### src/rtl/delay_pkg.sv
// Shared constants and sizing helper for the delay_pipe block.
package delay_pkg;

  localparam int DELAY_CYCLES_DEF = 4;
  localparam int DELAY_WIDTH_DEF  = 8;

  // Occupancy counter width; at least one bit even for the pass-through build.
  function automatic int occ_width(int cycles);
    return (cycles < 1) ? 1 : $clog2(cycles + 1);
  endfunction

endpackage

### src/rtl/delay_pipe_stage.sv
// One register stage of delay_pipe: a valid bit plus a data word that only
// updates when the incoming beat is valid.
module delay_pipe_stage
  import delay_pkg::*;
#(
  parameter int WIDTH = DELAY_WIDTH_DEF
) (
  input  logic             clk_i,
  input  logic             rst_i,
  input  logic             flush_i,
  input  logic             load_i,
  input  logic             valid_i,
  input  logic [WIDTH-1:0] data_i,
  output logic             valid_o,
  output logic [WIDTH-1:0] data_o
);

  logic             valid_q, valid_d;
  logic [WIDTH-1:0] data_q, data_d;

  always_comb begin
    valid_d = valid_q;
    data_d  = data_q;
    if (load_i) begin
      valid_d = valid_i;
      if (valid_i) begin
        data_d = data_i;
      end
    end
    if (flush_i) begin
      valid_d = 1'b0;
    end
  end

  always_ff @(posedge clk_i) begin
    if (rst_i) begin
      valid_q <= 1'b0;
      data_q  <= '0;
    end else begin
      valid_q <= valid_d;
      data_q  <= data_d;
    end
  end

  assign valid_o = valid_q;
  assign data_o  = data_q;

endmodule

### src/rtl/delay_pipe.sv
// Elastic valid/ready delay line of CYCLES stages with bubble squeezing and flush.
// Define DELAY_PIPE_OCC_EN to add the registered occupancy_o count.
module delay_pipe
  import delay_pkg::*;
#(
  parameter int CYCLES = DELAY_CYCLES_DEF,
  parameter int WIDTH  = DELAY_WIDTH_DEF
) (
  input  logic                          clk_i,
  input  logic                          rst_i,
  input  logic                          flush_i,
  input  logic                          in_valid_i,
  output logic                          in_ready_o,
  input  logic [WIDTH-1:0]              in_data_i,
  output logic                          out_valid_o,
  input  logic                          out_ready_i,
  output logic [WIDTH-1:0]              out_data_o
`ifdef DELAY_PIPE_OCC_EN
  ,
  output logic [occ_width(CYCLES)-1:0]  occupancy_o
`endif
);

  if (CYCLES < 0 || WIDTH < 1) begin : g_param_check
    $error("delay_pipe: CYCLES must be >= 0 and WIDTH must be >= 1");
  end

  if (CYCLES == 0) begin : g_bypass
    assign out_valid_o = in_valid_i;
    assign out_data_o  = in_data_i;
    assign in_ready_o  = out_ready_i;
`ifdef DELAY_PIPE_OCC_EN
    assign occupancy_o = '0;
`endif
    logic unused_bypass;
    assign unused_bypass = ^{clk_i, rst_i, flush_i};
  end else begin : g_pipe
    logic [CYCLES-1:0] valid_q;
    logic [WIDTH-1:0]  data_q [CYCLES];
    logic [CYCLES:0]   rdy;

    // A stage may load if it is empty or everything downstream of it can move.
    always_comb begin
      rdy         = '0;
      rdy[CYCLES] = out_ready_i;
      for (int i = CYCLES - 1; i >= 0; i--) begin
        rdy[i] = !valid_q[i] | rdy[i+1];
      end
    end

    for (genvar i = 0; i < CYCLES; i++) begin : g_stage
      logic             up_valid;
      logic [WIDTH-1:0] up_data;

      if (i == 0) begin : g_head
        assign up_valid = in_valid_i;
        assign up_data  = in_data_i;
      end else begin : g_body
        assign up_valid = valid_q[i-1];
        assign up_data  = data_q[i-1];
      end

      delay_pipe_stage #(
        .WIDTH (WIDTH)
      ) u_stage (
        .clk_i   (clk_i),
        .rst_i   (rst_i),
        .flush_i (flush_i),
        .load_i  (rdy[i]),
        .valid_i (up_valid),
        .data_i  (up_data),
        .valid_o (valid_q[i]),
        .data_o  (data_q[i])
      );
    end

    assign in_ready_o  = rdy[0];
    assign out_valid_o = valid_q[CYCLES-1];
    assign out_data_o  = data_q[CYCLES-1];

`ifdef DELAY_PIPE_OCC_EN
    localparam int CW = occ_width(CYCLES);
    logic [CW-1:0] occ_q, occ_d;
    logic          in_xfer, out_xfer;

    assign in_xfer  = in_valid_i & rdy[0];
    assign out_xfer = valid_q[CYCLES-1] & out_ready_i;

    always_comb begin
      occ_d = occ_q;
      if (flush_i) begin
        occ_d = '0;
      end else if (in_xfer && !out_xfer) begin
        occ_d = occ_q + CW'(1);
      end else if (!in_xfer && out_xfer) begin
        occ_d = occ_q - CW'(1);
      end
    end

    always_ff @(posedge clk_i) begin
      if (rst_i) begin
        occ_q <= '0;
      end else begin
        occ_q <= occ_d;
      end
    end

    assign occupancy_o = occ_q;
`endif
  end

endmodule

### config.mk
export PLATFORM = sky130hd
export DESIGN_NAME = delay_pipe
export DESIGN_NICKNAME = d
export VERILOG_FILES = /design/src/rtl/delay_pkg.sv /design/src/rtl/delay_pipe_stage.sv /design/src/rtl/delay_pipe.sv
export SDC_FILE = /design/constraint.sdc
export NUM_CORES = 1
export LEC_CHECK = 0
export CAP_MARGIN = 0
export CORE_MARGIN = 5
export CORE_UTILIZATION = 30
export CTS_CLUSTER_DIAMETER = 60
export CTS_CLUSTER_SIZE = 16
export DETAILED_ROUTE_END_ITERATION = 12
export GPL_TIMING_DRIVEN = 0
export PLACE_DENSITY = 0.58
export SYNTH_ARGS = -nofsm -noshare
export SYNTH_HDL_FRONTEND = slang
export SYNTH_SLANG_ARGS = --single-unit
export TNS_END_PERCENT = 30
### constraint.sdc
create_clock -name clk_i -period 2.6 [get_ports clk_i]
set_input_delay 0.65 -clock clk_i [delete_from_list [all_inputs] [get_ports clk_i]]
set_output_delay 0.65 -clock clk_i [all_outputs]
set_load 0.02 [all_outputs]
==> results of run 1 <==
==> report_power, final <==
group	leakage [nW]	internal (W)	switching (W)
sequential	0.293	0.000568	0.0000113
combinational	0.327	0.0000427	0.0000468
clock	0.0445	0.000215	0.000204
==> state kept, by name, indices dropped and copies added (netlist names) <==
signal	count
g_pipe.g_stage.u_stage.valid_o	4
g_pipe.g_stage.u_stage.data_o	32
==> worst max-delay path, delay by kind of cell <==
family,cells,cell delay (ps)
buffers and inverters,4,850
AND/OR/NAND/NOR,2,370
==> cell type report <==
type                            count  area (um^2)
Timing Repair Buffer               22          213
Inverter                            3         11.3
Multi-Input combinational cell    118          739
Clock inverter                      1         7.51
Clock buffer                        7         86.3
Fill cell                         538         3110
Sequential cell                    36          721
Buffer                             16         97.6
Tap cell                           70         87.6
==> layout by cell type, fill, tap and decap left out, types with 2 or more instances in the layout <==
cell type / instances
dfxtp_1: 36
nand2_1: 32
nand4_1: 8
clkbuf_1: 5
a31oi_1: 8
clkbuf_8: 6
clkdlybuf4s50_1: 20
o311ai_1: 8
mux2i_1: 16
nor2b_1: 2
inv_2: 2
o21ai_0: 7
a21oi_1: 9
nor3b_1: 7
buf_2: 10
buf_6: 2
nor3_1: 2
o21ai_1: 2
nand3_1: 8
==> worst max path at each step <==
stage                 end  slack (ps)  cells after the start
2_1_floorplan  in_ready_o         700                      4
3_3_place_gp   in_ready_o        -430                      6
3_5_place_dp   in_ready_o        -430                      6
4_1_cts        in_ready_o          70                      6
5_1_grt        in_ready_o          30                      6
6_report       in_ready_o          70                      6
==> per-layer routing <==
metal  vias to the layer above  part of all wire [%]  track usage, %
li1                        680                     -               -
met1                       589                    49            16.1
met2                        33                    44            18.0
met3                         5                   6.4            3.90
met4                         0                   1.3            3.99
met5                         -                     0               0
==> metrics by stage <==
stage	hold WS (ps)	std cells	cell area (um^2)	setup TNS (ps)	total power, W
2_1_floorplan	435	173	1570	0	0.000644
3_3_place_gp	445	264	1860	-432	0.000680
3_5_place_dp	450	264	1860	-432	0.000682
4_1_cts	464	273	1960	0	0.00110
5_1_grt	478	273	1960	0	0.00113
6_report	463	273	1960	0	0.00109
==> logic make-up after synthesis <==
family	count (synthesis)	share of synthesized area [%]
AOI/OAI and AO/OA	37	15.9
buffers and inverters	19	6.71
and+or+nand+nor	65	21.1
muxes	16	10.2
DFF	36	46.0
==> repair_timing <==
item                       in CTS  in global routing
resized for setup               5                  0
buffers inserted                1                  0
setup endpoints to repair       1                  0
hold endpoints to repair        0                  0
==> results.yml, run 1 <==
outcome:
  status: "finished, final reports clean"
worst_setup_path:
  reg2reg_depth: 6
  rr_startpoint: "g_pipe.g_stage[3].u_stage.valid_o$_SDFFE_PP0P_"
  critPathMaxStageDelay_ps: 440
  r2r_setup_slack_ps: 1200
  crit_path_cell_trace: "clkdlybuf4s50_1 > and4b_1 > buf_6 > buf_8 > nand2_2 > buf_2"
  cp-start-kind: "input port"
  crit_path_top_delay_cell: "clkdlybuf4s50_1"
  required_ps: 1950
  path_max_fanout: 10
  path_class: "input port to output pin"
  cp-end-kind: "output pin"
  worstReg2RegEnd: "g_pipe.g_stage[1].u_stage.data_o[7]$_SDFFE_PP0P_"
  worstPathArrival_ps: 1880
  critPathLaunch: "out_ready_i"
layout:
  num_antenna_cells: 0
  synthToLayoutAreaGrowth_pct: 25.4
  fin_util_pct: 38.7
  final_nets: 215
  drive_above_1_share_pct: 13.3
logic_synthesis:
  yosys.area.top_type: "dfxtp_1"
  ys.flop_type: "dfxtp_1"
  syn_avg_cell_area_um2: 9.05
  synth_seq_area_share_pct: 46.0
  synthTopCellsByCount: "dfxtp_1 (36), nand2_1 (32), mux2i_1 (16)"
  synth_most_common_cell: "dfxtp_1"
  ys_types: 29
  syn-num-nets: 186
  synth_edf_count: 0
  async_flop_share_pct: 0
  synth_top_cell_area_share_pct: 46.0
  synth_warnings: 0
  ys_ff_latch: 36
  synth_cells: 173
  synth_area_leaders: "dfxtp_1 (46%), mux2i_1 (10%), nand2_1 (7.7%)"
  syn_area_um2: 1570
floorplan:
  fp.dieW_um: 82.2
  die_h_um: 82.2
  core-area_um2: 5070
  dieArea_um2: 6760
  start_util_pct: 30.8
  rows: 26
  pin_count: 23
power_and_ir_drop:
  p_leak_nw: 0.665
  powerDensity_nw_per_um2: 554
  irDropWorstVdd_v: 0.000260
job:
  cap_violations: 0
clock_network:
  cts_hold_buffers: 0
  h-tree-depth: 2
  cts.sinks: 36
  cts_tree: "yes"
  clk_pin_slew_ps: 80
  root_buffer: "clkbuf_8"
  cts_made_buffers: 5
  clockBufferDepth: 2
  clk_latency_ps: 290
sta:
  rsz0062_at_grt: "false"
  setup_viol_count_final: 0
  maxSlewViolCount: 0
  hold_viol_final: 0
  fin_crit_sh_pct: 97.3
  setup_slack_ps: 70.9
  finClkSkew_ps: 4.53
  worstMarginPinSlew_ps: 550
  max_freq_mhz: 395
  relSlewSlack_pct: 63.3
  period_needed_ps: 2530
global_routing:
  antenna_found_initial: 0
  grt_pass1_vias: 1299
  grt_max_degree: 12
  grt_use_total_pct: 12.0
  overflow: 0
  grt_first_pass_wirelength_um: 6220
route:
  post_drt_wl_per_cell_um: 12.8
  firstDrtPassIters: 4
  ant_nets: 0
  vias_per_cell: 4.79
  wirelength_um: 3500
  first_iter_violations: 90
  drc: 0
  num_vias: 1307
placed_design:
  gp_congestion: 0.692
  dp_slack_ps: -432
  place_hpwl_um: 2480
  io_buffers: 21
worst_hold_path:
  min-delay-start: "g_pipe.g_stage[2].u_stage.data_o[1]$_SDFFE_PP0P_"
  hold_path_class: "flop to flop"
  holdPathStages: 2
  min_to: "g_pipe.g_stage[2].u_stage.data_o[1]$_SDFFE_PP0P_"
Note: power is estimated with default switching activity, not from simulation.
==> run 2, diff against run 1 <==
- GPL_TIMING_DRIVEN: 0 -> unset
- PLACE_DENSITY: 0.58 -> 0.6
- clock period: 2.6 -> 2.04 ns (I/O delays scaled with it)
==> run 2 against run 1 <==
  * Setup slack got worse by 37 ps
  * Global-route usage is 2.0 points lower
  * Largest power group unchanged
  * Clock power is 20% higher
==> results.yml, run 2 (synthesis results as in run 1) <==
sta:
  final.setup.tns_ps: 0
  finClkSkew_ps: 2.86
  period_needed_ps: 2010
  relSlewSlack_pct: 54.0
  fin_crit_sh_pct: 98.3
  worstMarginPinSlew_ps: 689
  hold_viol_final: 0
  rsz0062_at_grt: "false"
  maxSlewViolCount: 0
  max_freq_mhz: 499
  setup_viol_count_final: 0
  setup_slack_ps: 34.3
  holdWs_ps: 455
worst_setup_path:
  critPathMaxStageDelay_ps: 440
  worstPathArrival_ps: 1500
  r2r_setup_slack_ps: 620
  worstReg2RegEnd: "g_pipe.g_stage[2].u_stage.data_o[3]$_SDFFE_PP0P_"
  rr_startpoint: "g_pipe.g_stage[3].u_stage.valid_o$_SDFFE_PP0P_"
  reg2reg_depth: 3
  crit_path_top_delay_cell: "clkdlybuf4s50_1"
  required_ps: 1530
  crit_path_cell_trace: "clkdlybuf4s50_1 > and4b_1 > nand2_2 > buf_2"
  path_max_fanout: 3
  path_class: "input port to output pin"
  cp-end-kind: "output pin"
  cp-start-kind: "input port"
layout:
  drive_above_1_share_pct: 11.2
  layout_common_cells: "dfxtp_1 (36), nand2_1 (32), clkdlybuf4s50_1 (21)"
  largest_reg_flops: 32
  stdcell_count: 266
  final_nets: 208
  num_antenna_cells: 0
  synthToLayoutAreaGrowth_pct: 24.2
  layout_commonest_cell: "dfxtp_1"
  fin_area_um2: 1940
worst_hold_path:
  min-delay-start: "g_pipe.g_stage[2].u_stage.data_o[1]$_SDFFE_PP0P_"
  hold_path_class: "flop to flop"
  min_to: "g_pipe.g_stage[2].u_stage.data_o[1]$_SDFFE_PP0P_"
  holdPathStages: 2
placed_design:
  place_hpwl_um: 2130
  dp.cells: 258
  placed_area_um2: 1860
  dp_slack_ps: -387
  io_buffers: 22
  gp_congestion: 0.737
route:
  drc: 0
  post_drt_wl_per_cell_um: 11.7
  ant_nets: 0
  num_vias: 1272
  firstDrtPassIters: 4
  first_iter_violations: 67
  wirelength_um: 3120
  vias_per_cell: 4.78
power_and_ir_drop:
  pwr-share-clk_pct: 37.2
  powerDensity_nw_per_um2: 698
  irDropWorstVdd_v: 0.000241
  p_sw_w: 0.000301
  p_leak_nw: 0.649
  power_frac_seq_pct: 54.3
  power.internal_w: 0.00106
  switching_share_pct: 22.2
  pwr-share-comb_pct: 8.5
clock_network:
  root_buffer: "clkbuf_8"
  clockBufferDepth: 2
  post_cts_buffers: 0
  clk_latency_ps: 280
  cts_hold_buffers: 0
  cts_made_buffers: 5
  cts.sinks: 36
  clk_pin_slew_ps: 60
  h-tree-depth: 2
  cts_tree: "yes"
global_routing:
  antenna_found_initial: 0
  overflow: 0
  grt_use_total_pct: 10.0
  grt_max_degree: 41
  grt_pass1_vias: 1178
  grt_first_pass_wirelength_um: 5340
job:
  cap_violations: 0
floorplan:
  start_util_pct: 30.8
  pin_count: 23
  die_h_um: 82.2
  core-area_um2: 5070
  rows: 26
  dieArea_um2: 6760
  fp.dieW_um: 82.2
outcome:
  status: "finished, final reports clean"
==> run 2: changes by cell type in the layout (fill, tap and decap cells not counted) <==
cell             before  now
buf_2                10    1
clkbuf_1              5    2
buf_12                0    1
buf_6                 2    0
clkinvlp_4            1    0
buf_4                 1    8
buf_8                 1    0
clkdlybuf4s50_1      20   21
==> run 2: metal layers <==
| metal | routed length (um) | vias to the layer above | track usage (%) |
|---|---|---|---|
| met5 | 0 | - | 0 |
| met4 | 45 | 0 | 4.49 |
| met3 | 147 | 6 | 2.60 |
| met2 | 1280 | 25 | 15.1 |
| met1 | 1650 | 573 | 13.5 |
| li1 | - | 668 | - |
==> run 2: stage by stage <==
step / util (%) / power [W]
after detailed placement: 36.6 / 0.000867
after CTS: 38.3 / 0.00137
after global placement: 36.6 / 0.000866
after floorplan: - / 0.000821
final: 38.3 / 0.00136
after global routing: 38.3 / 0.00143
==> run 2: cell type report <==
type                    count  area, um^2
well taps                  70        87.6
repair buffers             31         295
clock buffers               8        90.1
multi-input cells         118         739
fillers                   551        3130
inverters                   3        11.3
flip-flops and latches     36         721
==> run 2: worst max-delay path: cells and delay by family <==
family	cells	cell delay, ps
buffers and inverters	2	590
AND/OR/NAND/NOR	2	390
==> run 2: how the worst max path moves through the flow <==
stage	end	slack (ps)	start
final	in_ready_o	30	out_ready_i
after global routing	in_ready_o	3	out_ready_i
after CTS	in_ready_o	20	out_ready_i
after detailed placement	in_ready_o	-390	out_ready_i
after global placement	in_ready_o	-400	out_ready_i
after floorplan	in_ready_o	420	out_ready_i
==> run 2: what timing repair did <==
| item | 4_1_cts | 5_1_grt |
|---|---|---|
| endpoints found under the hold margin | 0 | 0 |
| gates resized for setup | 4 | 0 |
| endpoints found under the setup margin | 1 | 0 |
==> run 2: power by group through the flow <==
stage	Combinational, W	Sequential [W]	Clock [W]
2_1_floorplan	0.0000722	0.000749	0
3_3_place_gp	0.000114	0.000751	0
3_5_place_dp	0.000115	0.000752	0
4_1_cts	0.000116	0.000736	0.000523
5_1_grt	0.000127	0.000739	0.000565
6_report	0.000115	0.000737	0.000505
